### src/rtl/req_dispatch_pkg.sv
// req_dispatch_pkg: shared constants and FSM encoding for req_dispatch3
package req_dispatch_pkg;
  localparam int NUM_TGT = 3;
  localparam logic [1:0] DEST_BCAST = 2'd3;
  typedef enum logic {IDLE, SEND} state_t;
endpackage

### src/rtl/req_dest_decode.sv
// req_dest_decode: 2-bit destination to one-hot target mask, all-ones on broadcast
module req_dest_decode
  import req_dispatch_pkg::*;
(
  input  logic [1:0]         dest,
  output logic [NUM_TGT-1:0] mask
);
  // broadcast selects every target, otherwise exactly one
  always_comb mask = dest == DEST_BCAST ? '1 : NUM_TGT'(1) << dest;
endmodule

### src/rtl/req_dispatch3.sv
// req_dispatch3: single-entry dispatcher to three targets with broadcast; REQ_DISPATCH_PIPE_EN enables back-to-back accept
module req_dispatch3
  import req_dispatch_pkg::*;
#(
  parameter int DATA_W = 8
) (
  input  logic               clk,
  input  logic               rst,
  input  logic               in_valid,
  output logic               in_ready,
  input  logic [DATA_W-1:0]  in_data,
  input  logic [1:0]         in_dest,
  output logic [NUM_TGT-1:0] out_valid,
  input  logic [NUM_TGT-1:0] out_ready,
  output logic [DATA_W-1:0]  out_data,
  output logic [7:0]         done_cnt
);
  state_t state, state_nx;
  logic [NUM_TGT-1:0] pending, dmask;
  logic last, acc;
  req_dest_decode u_dec (.dest(in_dest), .mask(dmask));
  // state register
  always_ff @(posedge clk or posedge rst)
    if (rst) state <= IDLE;
    else state <= state_nx;
  // next state and handshake outputs; last marks the edge that drains the mask
  always_comb begin
    last = state == SEND && (pending & ~out_ready) == '0;
`ifdef REQ_DISPATCH_PIPE_EN
    in_ready = state == IDLE || last;
`else
    in_ready = state == IDLE;
`endif
    acc = in_valid && in_ready;
    state_nx = acc ? SEND : last ? IDLE : state;
    out_valid = state == SEND ? pending : '0;
  end
  // payload, pending mask and completion counter
  always_ff @(posedge clk or posedge rst)
    if (rst) begin
      out_data <= '0;
      pending <= '0;
      done_cnt <= '0;
    end else begin
      out_data <= acc ? in_data : out_data;
      pending <= acc ? dmask : state == SEND ? pending & ~out_ready : pending;
      done_cnt <= done_cnt + 8'(last);
    end
endmodule

### config.mk
export PLATFORM = sky130hd
export DESIGN_NAME = req_dispatch3
export DESIGN_NICKNAME = d
export VERILOG_FILES = /design/src/rtl/req_dispatch_pkg.sv /design/src/rtl/req_dest_decode.sv /design/src/rtl/req_dispatch3.sv
export SDC_FILE = /design/constraint.sdc
export NUM_CORES = 1
export LEC_CHECK = 0
export CAP_MARGIN = 20
export CORE_ASPECT_RATIO = 0.8
export CORE_MARGIN = 10
export CORE_UTILIZATION = 46
export DETAILED_ROUTE_END_ITERATION = 10
export PLACE_DENSITY = 0.82
export RECOVER_POWER = 50
export SYNTH_ARGS = -nofsm -noshare
export SYNTH_HDL_FRONTEND = slang
export SYNTH_SLANG_ARGS = --single-unit
### constraint.sdc
create_clock -name clk -period 4.2 [get_ports clk]
set_input_delay 0.42 -clock clk [delete_from_list [all_inputs] [get_ports clk]]
set_output_delay 0.42 -clock clk [all_outputs]
set_load 0.01 [all_outputs]
# Word-level counts from Yosys, hierarchy flattened
# Index checks and enable logic that the tools add are counted.
[op_classes] shifts=1 mux=6 n_reduce_logical=5 eq_ne=1 add_sub_neg=1 n_bitwise=3
[ops] operator="two-way mux 3 bit" count=4
[ops] operator="adder 8 x 1 -> 8 bit" count=1
[ops] operator="nonzero test 2 bit" count=2
[ops] operator="bitwise AND 3 bit" count=1
[ops] operator="logical NOT 3 bit" count=1
[ops] operator="inverter 3 bit" count=1
[ops] operator="left shift 1 x 2 -> 3 bit, first input constant" count=1
[ops] operator="equality test 2 bit, second input constant" count=1
[ops] operator="logical AND 1 bit" count=2
[ops] operator="two-way mux 1 bit" count=2
[ops] operator="inverter 1 bit" count=1
[totals] regBits=20

# Depth between registers and ports, before layout
# Gate-level depths: netlist of run 1.
[logic_depth] ltp_word=6 depth_mapped=8 ltp_nobuf=7

# By module
# From an unflattened synthesis of run 1, not the netlist that was laid out.
[hier_totals] hier_cells=71 hier_area_um2=962.2
[by_module_without_submodules] mod="req_dispatch3" instances=1 area_per_inst_um2=904.6 seq_area_each_um2=500.5 cells_each=64
[by_module_without_submodules] mod="req_dest_decode" instances=1 area_per_inst_um2=57.6 seq_area_each_um2=0.0 cells_each=7

# Worst setup path after synthesis of run 1
# Ideal clock, no wire load.
[synth_timing] kind="input port to flip-flop" from="input out_ready[1]" to="register done_cnt[6]" path_stages=7 t_required_ns=4.121 path_slack_ns=2.467 arrival_time_ns=1.654 path_cell_list="and2b_1 > a2111oi_4 > ha_1 > ha_1 > nand3_1 > nor2_1 > xor2_1"
[synth_via] elab_chain_cells=5
[synth_rtl] item="start, declared" line_no="req_dispatch3.sv:14" source="input logic [NUM_TGT-1:0] out_ready,"
[synth_rtl] item="inverter 3 bit" line_no="req_dispatch3.sv:28" source="last = state == SEND && (pending & ~out_ready) == '0;"
[synth_rtl] item="bitwise AND 3 bit" line_no="req_dispatch3.sv:28"
[synth_rtl] item="logical NOT 3 bit" line_no="req_dispatch3.sv:28"
[synth_rtl] item="logical AND 1 bit" line_no="req_dispatch3.sv:28"
[synth_rtl] item="adder 8 x 1 -> 8 bit" line_no="req_dispatch3.sv:47" source="done_cnt <= done_cnt + 8'(last);"
[synth_rtl] item="end signal, assigned" line_no="req_dispatch3.sv:47"
[synth_rtl] item="end, declared" line_no="req_dispatch3.sv:16" source="output logic [7:0] done_cnt"
# No other way between the ends.
# A chain may end at the register's enable or synchronous reset.

# Worst setup path after layout of run 1
# Ends and elaborated chain as after synthesis.

==> summary.txt, run 1 <==
Clock tree
  • Cts bufs inserted: 3
  • Worst skew pair latency: 0.30 ns
  • Clock slew at reported path FFs: 0.11 ns
  • CTS resizes: 0
  • Clock Sinks: 20
  • Clk Tree Root Cell: clkbuf_4
  • Htree depth: 1
  • Post-CTS Hold Fix Bufs: 0
  • CTS tree: yes
  • Setup bufs post-CTS: 0
  • Max clock buf depth: 2

Power and ir drop
  • Pwr dens: 646 nW/um^2
  • Leakage: 0.611 nW
  • Tot Pwr: 846 uW
  • Worst vdd ir: 408 uV

Routing
  • Vias per std cell: 4.88
  • Pre-antenna DRT Iters: 4
  • Total wire length: around 2.0 mm
  • Met3 wire length: approximately 290 um
  • # DRC: 0
  • Iteration-0 DRC Markers: 11
  • Routed vias: roughly 650
  • DR top layer: met4
  • WL/cell: roughly 15 um
  • Total routed wire length on the met1 layer: 808 um
  • Routed met2 length: 902 um
  • Antenna-violating nets left: 0

Worst hold path
  • Hold crit path type: reg -> reg

Layout
  • ANT cells: 0
  • Share of cells above drive strength 1: 10.9%
  • Finished Layout Cells: 134
  • Commonest non-fill, non-tap cell in the layout: clkdlybuf4s50_1
  • Most frequent cells in the layout: 32 x clkdlybuf4s50_1, 20 x dfrtp_1, 6 x nor2_1
  • Nets: 132
  • Post-route cell area: 1310 sq um
  • Area Growth Syn to Fin: 35.1%
  • Final Core Density: 67.4%

Floorplan
  • I/O Pins: 36
  • Starting Density: 49.9%
  • Die Height: roughly 61 um
  • Area of the core: 1940 sq um
  • Rows: 14
  • Die Footprint: 4360 sq um
  • Die width: 71.3 um

Setup path
  • Worst Path Buf+Inv: 1
  • CP max stage cell: a2111oi_0
  • Critical Path RT: 4.43 ns
  • Crit Path Class: in -> reg
  • Crit end category: flop
  • Critical path's top delay family: compound AO/OA/AOI/OAI gates
  • Worst endpoint data arrival time: 2.61 ns
  • Max FO, Critical Path: 2
  • R2R Setup Slk: 2.00 ns
  • Crit path cell chain: clkdlybuf4s50_1 > and2b_1 > a2111oi_0 > ha_1 > ha_1 > nand3_1 > nor2_1 > xor2_1
  • Most frequent CP cell: ha_1
  • Max stage delay on crit path: 0.61 ns
  • Startpoint types: primary input

Timing
  • Max Clock Skew: around 0.00090 ns
  • PnR worst setup slack: about 1.8 ns
  • Maximum clock frequency: 420 MHz
  • Worst-Margin Slew: 0.980 ns
  • Final Max Tran Viols: 0
  • Worst hold slack: just under 0.5 ns
  • RSZ-0062 raised after global routing: false
  • Final Hold Viols: 0
  • Final setup viols: 0
  • Worst slew margin: approximately a third
  • Setup TNS: 0 ns
  • Fin crit share: between 50% and 60%
  • Clock period minus worst slack: 2.38 ns

Yosys
  • Post-Synthesis Cells: 73
  • Post-Syn Area per Cell: 13.3 sq um
  • Simple-gate share of the synthesized area: between 10% and 20%
  • Yosys reg bits: 20
  • XOR/XNOR Fraction of Synth Area: 5.42%
  • Mapped Area: 970 sq um
  • Synth unique cells: 22
  • Post-synthesis compound-gate area fraction: 7.10%
  • Sequential-to-total area share from yosys stat: 51.6%
  • Syn_nets: 94
  • Main combinational cell family by area after synthesis: multiplexers
  • Adder-Cell Fraction of Synth Area: 6.45%
  • Fraction of synthesized area in multiplexers: 12.4%
  • Ys Warns: 0

GRT
  • Initial antenna violation count: 0
  • Number of global-route vias before repair: 751
  • Congestion Overflow GR: 0
  • First-pass GRT wire length: 3.31 mm
  • Total track usage: a little under a tenth
  • Largest net degree at the start of global routing: 21

Place
  • Post-place setup slack: 1.82 ns
  • PortBufs: 35
  • GPL Wtd Cong: 0.755
  • Post-DP HPWL: ~1.6 mm
  • Cells after DPL: 130
  • Placed inst area: 1320 sq um

Job
  • Max cap viols: 0

Outcome
  • Result of the run: complete, no violations
-- routing by layer --
layer  up-vias  track usage, %
li1        313               -
met3         2            6.91
met5         -               0
met2        32            16.2
met1       307            9.18
met4         0            2.20
-- where the power goes --
group	internal [mW]	leakage, nW	switching (mW)	total [mW]
Sequential	0.279	0.245	0.0705	0.349
Clock	0.0529	0.0210	0.0579	0.111
Combinational	0.240	0.345	0.146	0.386
Total	0.572	0.611	0.274	0.846
-- worst reg2reg max path: stages (launching register included) --
cell       delay, ns
dfrtp_1         0.40
nor2b_1         0.15
a2111oi_0       0.64
ha_1            0.32
ha_1            0.19
nand3_1         0.11
nor2_1          0.14
xor2_1          0.17
-- registers in the layout (all words and copies together) (netlist names) --
register,cells
out_data,8
state,1
pending,3
done_cnt,8
-- final cells by class --
type | count | area, sq um
multi-input combinational | 46 | 374
sequential | 20 | 500
inverter | 5 | 18.8
clock buffer | 4 | 36.3
tap | 24 | 30.0
timing repair buffer | 35 | 350
fill | 159 | 634
-- kinds of logic after synthesis --
| kind of cell | count (synthesis) |
|---|---|
| XOR/XNOR | 6 |
| adder cells (fa/ha/maj) | 5 |
| flip-flops | 20 |
| multiplexers | 8 |
| AND/OR/NAND/NOR | 20 |
| buffers and inverters | 7 |
| AO/OA/AOI/OAI | 7 |
-- path summary, 6_finish.rpt --
kind	from	to	cells past startpoint
min	done_cnt[7]$_DFF_PP0_	done_cnt[7]$_DFF_PP0_	1
min reg2reg	done_cnt[7]$_DFF_PP0_	done_cnt[7]$_DFF_PP0_	1
max	out_ready[1]	done_cnt[6]$_DFF_PP0_	8
max in group asynchronous	rst	done_cnt[2]$_DFF_PP0_	2
min in group asynchronous	rst	done_cnt[6]$_DFF_PP0_	2
max reg2reg	pending[2]$_DFFE_PP0P_	done_cnt[6]$_DFF_PP0_	7
-- Yosys cell counts --
master     instances  area share (%)
inv_1              5             1.9
nand2_1            4             1.5
ha_1               5             6.5
a2111oi_4          1             2.8
and2b_1            1            0.77
a21o_1             2             1.5
nand3_1            1            0.52
nor2b_1            2             1.3
nand3_2            1             1.0
a22o_1             1            0.90
o21ai_0            2             1.0
xor2_1             4             3.6
dfrtp_1           20              52
a211oi_1           1            0.77
buf_12             1             2.1
and2_1             3             1.9
nor3_2             1             1.0
nor2_1             6             2.3
buf_6              1             1.2
nor2b_4            1             1.4
mux2_4             8              12
xnor2_1            2             1.8
Note: power is estimated with default switching activity, not from simulation.
==> run 2, diff against run 1 <==
- CORE_UTILIZATION: 46 -> 43
- PLACE_DENSITY: 0.82 -> 0.77
- clock period: 4.2 -> 2.5 ns (I/O delays scaled with it)
==> run 2 against run 1 <==
Net effect: clock-buffer cell count unchanged; clock power increased by 65%; largest cell class unchanged; critical path type is now reg -> reg; first-iteration DRC count increased by 82%; highest routed layer unchanged; routed wire length increased by 2.6%; sequential cell count unchanged; power increased by 73%; register-to-register slack got worse by 1.3 ns; setup slack got worse by 1.1 ns; via count decreased by 1.4%.
==> summary.txt, run 2 (synthesis results as in run 1) <==
GRT
  • Number of global-route vias before repair: 717
  • First-pass GRT wire length: 3.41 mm
  • Initial antenna violation count: 0
  • Largest net degree at the start of global routing: 21
  • Congestion Overflow GR: 0
  • Total track usage: 9.18%

Setup path
  • FF-to-FF End: done_cnt[6]$_DFF_PP0_
  • Startpoint types: flop
  • Reg2reg path depth: 7
  • Crit end category: flop
  • Crit path cell chain: nor2b_1 > a2111oi_4 > ha_1 > ha_1 > nand3_1 > nor2_1 > xor2_1
  • Most frequent CP cell: ha_1
  • R2R Path Start: pending[2]$_DFFE_PP0P_
  • Max FO, Critical Path: 3
  • Worst endpoint data arrival time: ~2 ns
  • Critical Path RT: 2.72 ns
  • Critical path's top delay family: adder cells
  • Crit Path Class: reg -> reg
  • CP max stage cell: dfrtp_1
  • R2R Setup Slk: 0.67 ns
  • Worst Path Buf+Inv: 0
  • Max stage delay on crit path: 0.40 ns

Routing
  • # DRC: 0
  • Total wire length: 2.06 mm
  • Routed vias: 645
  • Antenna-violating nets left: 0
  • WL/cell: 15.3 um
  • Pre-antenna DRT Iters: 3
  • Iteration-0 DRC Markers: 20
  • Vias per std cell: 4.78

Floorplan
  • Starting Density: roughly 45%
  • Die Footprint: 4570 sq um
  • Area of the core: 2160 sq um
  • Die Height: around 62 um
  • Die width: 73.1 um
  • I/O Pins: 36
  • Rows: 15

Layout
  • Share of cells above drive strength 1: around 14%
  • ANT cells: 0
  • # fillers: 190
  • Commonest non-fill, non-tap cell in the layout: clkdlybuf4s50_1
  • Nets: roughly 130
  • Largest regs: done_cnt x8, out_data x8, pending x3
  • Most frequent cells in the layout: 33 x clkdlybuf4s50_1, 20 x dfrtp_1, 6 x nor2_1
  • Area Growth Syn to Fin: 37.2%

Place
  • Post-DP HPWL: 1.67 mm
  • PortBufs: 35
  • GPL Wtd Cong: 0.709

Clock tree
  • Cts bufs inserted: 3
  • Clock Sinks: 20
  • Setup bufs post-CTS: 0
  • Htree depth: 1
  • Max clock buf depth: 2
  • Clock slew at reported path FFs: 0.11 ns
  • Post-CTS Hold Fix Bufs: 0
  • Worst skew pair latency: 0.29 ns
  • CTS resizes: 0
  • Clk Tree Root Cell: clkbuf_4
  • CTS tree: yes

Outcome
  • Result of the run: complete, no violations

Power and ir drop
  • Tot Pwr: 1.46 mW
  • Worst vdd ir: 630 uV
  • Leakage: 0.613 nW
  • Pwr dens: 1100 nW/um^2

Timing
  • Final setup viols: 0
  • Fin crit share: 73.1%
  • Worst-Margin Slew: 0.969 ns
  • Maximum clock frequency: around 550 MHz
  • Final Max Tran Viols: 0
  • Max Clock Skew: around 0.0042 ns
  • Final Hold Viols: 0
  • Worst slew margin: 35.3%
  • Clock period minus worst slack: 1.83 ns
  • Setup TNS: 0 ns
  • RSZ-0062 raised after global routing: false

Worst hold path
  • Hold depth: 1
  • Hold crit path type: reg -> reg
  • Hold path startpoint: done_cnt[7]$_DFF_PP0_
  • WHS Endpoint: done_cnt[7]$_DFF_PP0_

Job
  • Max cap viols: 0
-- run 2: changes by cell type in the layout (fill, tap and decap cells not counted), sizes merged --
| cell | delta |
|---|---|
| clkdlybuf4s50 | +1 |
| dlygate4sd3 | -1 |
-- run 2: stage by stage --
| stage | cell area, sq um | hold WS (ns) | utilization (%) | std cells | worst slack, ns |
|---|---|---|---|---|---|
| 6_report | 1330 | 0.477 | 61.6 | 135 | 0.673 |
| 3_3_place_gp | 1320 | 0.464 | 61.2 | 131 | 0.399 |
| 5_1_grt | 1330 | 0.482 | 61.6 | 135 | 0.522 |
| 3_5_place_dp | 1320 | 0.459 | 61.2 | 131 | 0.368 |
| 2_1_floorplan | 970 | 0.214 | - | 73 | 0.805 |
| 4_1_cts | 1360 | 0.410 | 62.8 | 135 | 0.647 |
-- run 2: final cells by class --
| type | count | area, sq um | share of cell area, % |
|---|---|---|---|
| inverter | 5 | 18.8 | 1.41 |
| tap | 25 | 31.3 | 2.35 |
| sequential | 20 | 500 | 37.6 |
| clock buffer | 4 | 36.3 | 2.73 |
| timing repair buffer | 35 | 350 | 26.3 |
| multi-input combinational | 46 | 393 | 29.5 |
-- run 2: metal layers --
metal | up-vias | global-route usage, % | part of all wire [%]
li1 | 313 | - | -
met1 | 307 | 10.6 | 44
met2 | 23 | 14.4 | 45
met3 | 2 | 4.44 | 11
met4 | 0 | 2.84 | 0.19
met5 | - | 0 | 0
-- run 2: worst max-delay path by stage --
stage / startpoint / end / slack, ns / depth (start not counted)
2_1_floorplan: pending[2]$_DFFE_PP0P_ / done_cnt[6]$_DFF_PP0_ / 0.81 / 7
3_3_place_gp: out_ready[1] / done_cnt[6]$_DFF_PP0_ / 0.40 / 8
3_5_place_dp: out_ready[1] / done_cnt[6]$_DFF_PP0_ / 0.37 / 8
4_1_cts: state$_DFFE_PP0P_ / done_cnt[6]$_DFF_PP0_ / 0.65 / 7
5_1_grt: state$_DFFE_PP0P_ / done_cnt[6]$_DFF_PP0_ / 0.52 / 7
6_report: pending[2]$_DFFE_PP0P_ / done_cnt[6]$_DFF_PP0_ / 0.67 / 7
-- run 2: power breakdown --
group	internal [mW]	total (mW)	switching (mW)
Sequential	0.469	0.599	0.130
Combinational	0.421	0.679	0.258
Clock	0.0887	0.183	0.0946
Total	0.979	1.46	0.483
==> run 3, diff against run 2 <==
- clock period: 2.5 -> 1.7 ns (I/O delays scaled with it)
==> run 3 against run 2 <==
Net effect: the run now ends with setup timing left; clock skew increased by 0.0033 ns; die area is the same; largest power group unchanged; combinational power increased by 86%; power up 74%; final area up 13%.
==> summary.txt, run 3 (synthesis results as in run 1) <==
Setup path
  • FF-to-FF End: done_cnt[6]$_DFF_PP0_
  • Critical path's top delay family: adder cells
  • Max stage delay on crit path: 0.40 ns
  • Instance count on the critical path: 7
  • Crit path cell chain: nor2b_4 > a2111oi_4 > ha_2 > ha_4 > nand3_4 > nor2_4 > xor2_1
  • Crit Path Class: reg -> reg
  • CP max stage cell: dfrtp_1
  • Critical Path RT: just under 2 ns
  • R2R Setup Slk: -0.03 ns
  • Max FO, Critical Path: 2
  • Crit end category: flop
  • Reg2reg path depth: 7
  • Startpoint types: flop
  • R2R Path Start: pending[2]$_DFFE_PP0P_
  • Worst Path Buf+Inv: 0
  • Worst endpoint data arrival time: 1.97 ns

Routing
  • DR top layer: met4
  • Routed vias: 710
  • Routed met2 length: 1.17 mm
  • Antenna-violating nets left: 0
  • Pre-antenna DRT Iters: 4
  • # DRC: 0
  • Iteration-0 DRC Markers: 30
  • WL/cell: 16.1 um
  • Met3 wire length: 241 um
  • Total routed wire length on the met1 layer: 916 um
  • Vias per std cell: 4.90
  • Total wire length: 2.33 mm

Layout
  • Largest regs: done_cnt x8, out_data x8, pending x3
  • Final Core Density: a little over two thirds
  • ANT cells: 0
  • Area Growth Syn to Fin: 55.1%
  • Commonest non-fill, non-tap cell in the layout: clkdlybuf4s50_1
  • Post-route cell area: 1500 sq um
  • # fillers: approximately 170
  • Nets: ~140
  • Share of cells above drive strength 1: 26.7%
  • Most frequent cells in the layout: 31 x clkdlybuf4s50_1, 20 x dfrtp_1, 9 x buf_4

GRT
  • Number of global-route vias before repair: around 810
  • Initial antenna violation count: 0
  • Total track usage: a little over a tenth
  • Largest net degree at the start of global routing: 21
  • Congestion Overflow GR: 0
  • First-pass GRT wire length: 3.91 mm

Floorplan
  • Starting Density: 44.9%
  • Die width: 73.1 um
  • Area of the core: approximately 2200 sq um
  • Die Height: 62.5 um
  • I/O Pins: 36
  • Die Footprint: 4570 sq um
  • Rows: 15

Timing
  • Worst hold slack: 0.471 ns
  • Max Clock Skew: ~0.0076 ns
  • Maximum clock frequency: 577 MHz
  • Fin crit share: 102%
  • Final Max Tran Viols: 0
  • Final setup viols: 2
  • Final Hold Viols: 0
  • PnR worst setup slack: -0.0332 ns
  • Worst-Margin Slew: 1.06 ns
  • Clock period minus worst slack: 1.73 ns
  • Worst slew margin: 29.5%
  • RSZ-0062 raised after global routing: true

Worst hold path
  • Hold path startpoint: in_data[5]
  • Hold crit path type: in -> reg
  • Hold depth: 2
  • WHS Endpoint: out_data[5]$_DFFE_PP0P_

Place
  • Post-place setup slack: -0.362 ns
  • GPL Wtd Cong: roughly 0.77
  • PortBufs: 35
  • Post-DP HPWL: 1.81 mm
  • Placed inst area: between 1000 and 1500 sq um

Clock tree
  • Htree depth: 1
  • Clock slew at reported path FFs: 0.12 ns
  • Clk Tree Root Cell: clkbuf_4
  • Worst skew pair latency: 0.30 ns
  • Max clock buf depth: 2
  • Cts bufs inserted: 3
  • Clock Sinks: 20
  • Post-CTS Hold Fix Bufs: 0
  • CTS tree: yes

Power and ir drop
  • Worst vdd ir: 1020 uV
  • Leakage: 0.747 nW
  • Pwr dens: 1690 nW/um^2
  • Tot Pwr: 2.54 mW

Outcome
  • Failing checks: setup timing
  • Result of the run: finished, violations left

Job
  • Max cap viols: 0
-- run 3: cell count changes in the layout (fill, tap and decap cells not counted), moves of 2 or more --
cell             change
buf_4                +9
clkdlybuf4s50_1      -2
dlymetal6s2s_1       +3
ha_1                 -2
mux2_2               -5
mux2_4               +5
nor2_1               -2
nor2b_1              -2
nor2b_4              +2
-- run 3: layer usage --
layer | up-vias | track usage (%)
met5 | - | 0
met4 | 0 | 1.42
met3 | 2 | 5.87
met2 | 29 | 17.8
met1 | 342 | 11.4
li1 | 337 | -
-- run 3: metrics by stage --
step	setup TNS [ns]	cells
after global routing	-0.207	145
after floorplan	0	73
after detailed placement	-1.57	137
final	-0.0474	145
after CTS	-0.0826	144
after global placement	-1.19	137
-- run 3: worst max path at each step --
stage | start | slack [ns] | end
2_1_floorplan | pending[2]$_DFFE_PP0P_ | 0.005 | done_cnt[6]$_DFF_PP0_
3_3_place_gp | out_ready[1] | -0.30 | done_cnt[6]$_DFF_PP0_
3_5_place_dp | out_ready[1] | -0.36 | done_cnt[6]$_DFF_PP0_
4_1_cts | pending[1]$_DFFE_PP0P_ | -0.05 | done_cnt[6]$_DFF_PP0_
5_1_grt | pending[2]$_DFFE_PP0P_ | -0.09 | done_cnt[6]$_DFF_PP0_
6_report | pending[2]$_DFFE_PP0P_ | -0.03 | done_cnt[6]$_DFF_PP0_
-- run 3: what timing repair did --
action,in CTS,in global routing
setup endpoints to repair,3,9
resized for setup,6,8
pin swaps,5,4
setup buffers,3,1
-- run 3: cell type report --
cell class	instances	area, sq um	share of cell area (%)
Timing Repair Buffer	45	429	28.5
Clock inverter	1	30.0	2.00
Sequential cell	20	500	33.3
Tap cell	25	31.3	2.08
Clock buffer	3	22.5	1.50
Inverter	5	18.8	1.25
Multi-Input combinational cell	46	472	31.4
-- run 3: report_power, final --
group          leakage (nW)  internal, mW  switching [mW]
sequential            0.245         0.690           0.199
clock                0.0279         0.238           0.147
combinational         0.474         0.794           0.471
==> patch, RTL diff (config.mk and constraints of run 1) <==
Change the parameter `DATA_W` from 8 to 6.
--- a/src/rtl/req_dispatch3.sv
+++ b/src/rtl/req_dispatch3.sv
@@ -2,7 +2,7 @@
 module req_dispatch3
   import req_dispatch_pkg::*;
 #(
-  parameter int DATA_W = 8
+  parameter int DATA_W = 6
 ) (
   input  logic               clk,
   input  logic               rst,
Ports: changed (resized in_data and out_data); port bits go from 36 to 32. The function was not compared with the original's and may differ.
==> patch against run 1 <==
- critical path type unchanged
- synthesized area is 8.5% lower
- via count shrank 6.6%
- worst setup slack got worse by 0.076 ns
- routed wire length fell by 8.5%
- critical path depth is the same
- sequential cell count is 2 lower
- count of clock-buffer cells in the layout is the same
- cell count decreased by 6.0%
- power is 8.5% lower
- design area shrank 8.7%
==> patch: results (changes against run 1) <==
Synth
  – Post-synth top cells: dfrtp_1, mux2_4, ha_1, inv_1, nor2_1
  – Xor-xnor portion of the synthesized cell area: 5.924% (+0.50 points)
  – Cell variety after synth: 23 (+4.5%)
  – Post-synth ARST share: 100.0% (unchanged)
  – Synth Net Count: 88 (-6.4%)
  – Multiplexer share of the synthesized area: 10.16% (-2.2 points)
  – Synth area leaders: dfrtp_1, mux2_4, ha_1
  – Synth Area in Compound Gates: 7.757% (+0.66 points)
  – Syn Area/Cell: 12.86 um^2 (-3.2%)
  – Adder-cell share of the synthesized area: 7.052% (+0.60 points)
  – Sequential element share of the synthesized area: 50.78% (-0.84 points)

Outcome
  – Run status: finished, final reports clean

Pwr
  – P_leak: 0.0005602 uW (-8.3%)
  – VDD IR max: 0.3461 mV (-15%)

Timing
  – Clock Skew: 0.003710 ns (+0.002806 ns)
  – Worst-margin pin slew: 0.8054 ns (-0.1741 ns)
  – TNS Setup: 0 ns (unchanged)

Clock tree
  – Clock insertion delay at the later pin of the skew report: 0.29 ns
  – CTS Buf Count: 3 (unchanged)
  – Resize count post-CTS: 0 (unchanged)

Detailed routing
  – Max Used Layer: met3
  – Routed length on met1: 754 um (-6.7%)
  – Initial DRC Count: 8 (-3)
  – DR vias/cell: 4.849 (-0.64%)
  – Pre-Repair DR Iteration Count: 4 (unchanged)
  – Met3 WL: 203 um (-30%)
  – Routed wl met2: 880 um (-2.4%)
  – Routed WL: 1838 um (-8.5%)

Place
  – Post-DP Area: 1201 um^2 (-8.9%)
  – Placed wire-length estimate: 1497 um (-6.9%)
  – Place WS: 1.845 ns (+0.02329 ns)
  – I/O Buffers: 31 (-11%)
  – Global placer's final weighted congestion: 0.7236 (-4.2%)

GRT
  – Met1 usage: 10.31% (+1.1 points)
  – Vias in the first global route: 666 (-11%)
  – First-pass GRT wire length: 3180 um (-3.8%)
  – GR Layer Usage met2: 15.36% (-0.84 points)
  – Largest net degree at the start of global routing: 19 (-9.5%)
  – GR Util met3: 5.528% (-1.4 points)
  – All-Layer GR Usage: 9.427% (-0.032 points)

Flow run
  – Max-cap violations: 0 (unchanged)

Final layout
  – Layout cells sized above 1: 12.75% (+1.8 points)
  – Nets: 122 (-7.6%)
  – Largest regs: done_cnt: 8 flops, out_data: 6 flops, pending: 3 flops
  – Fillcell total: 168 (+5.7%)
  – Non-filler instance count after layout: 126 (-6.0%)

Setup path
  – Worst EP arrival: 2.67 ns (+0.06 ns)
-- patch: cell types whose count changed after synthesis --
cell | run 1 | this run
buf_8 | 0 | 1
nor2_2 | 0 | 1
mux2_4 | 8 | 6
nor2_1 | 6 | 5
dfrtp_1 | 20 | 18
buf_12 | 1 | 0
-- patch: cell type report --
| type | instances | area (um^2) | share of cell area, % |
|---|---|---|---|
| repair buffers | 31 | 310.3 | 25.94 |
| multi-input cells | 44 | 350.3 | 29.29 |
| clock buffers | 4 | 36.28 | 3.033 |
| inverters | 5 | 18.77 | 1.569 |
| flip-flops and latches | 18 | 450.4 | 37.66 |
| well taps | 24 | 30.03 | 2.510 |
-- patch: critical path, cell delays in order --
cell,delay [ns]
clkdlybuf4s50_1,0.47
and2b_1,0.17
a2111oi_0,0.70
ha_1,0.32
ha_1,0.19
nand3_1,0.12
nor2_1,0.13
xor2_1,0.15
-- patch: report_power, final --
group          internal (uW)  switching (uW)
clock                   52.7            52.2
combinational            215             134
sequential               250            70.4
-- patch: path summary, 6_finish.rpt --
path	start	endpoint	slack, ns	depth (start not counted)
setup / recovery	out_ready[1]	done_cnt[6]$_DFF_PP0_	1.74	8
hold / removal	done_cnt[7]$_DFF_PP0_	done_cnt[7]$_DFF_PP0_	0.48	1
setup reg to reg	pending[1]$_DFFE_PP0P_	done_cnt[6]$_DFF_PP0_	1.95	7
hold reg to reg	done_cnt[7]$_DFF_PP0_	done_cnt[7]$_DFF_PP0_	0.48	1
max in group asynchronous	rst	done_cnt[4]$_DFF_PP0_	3.13	2
min in group asynchronous	rst	out_data[2]$_DFFE_PP0P_	0.65	2
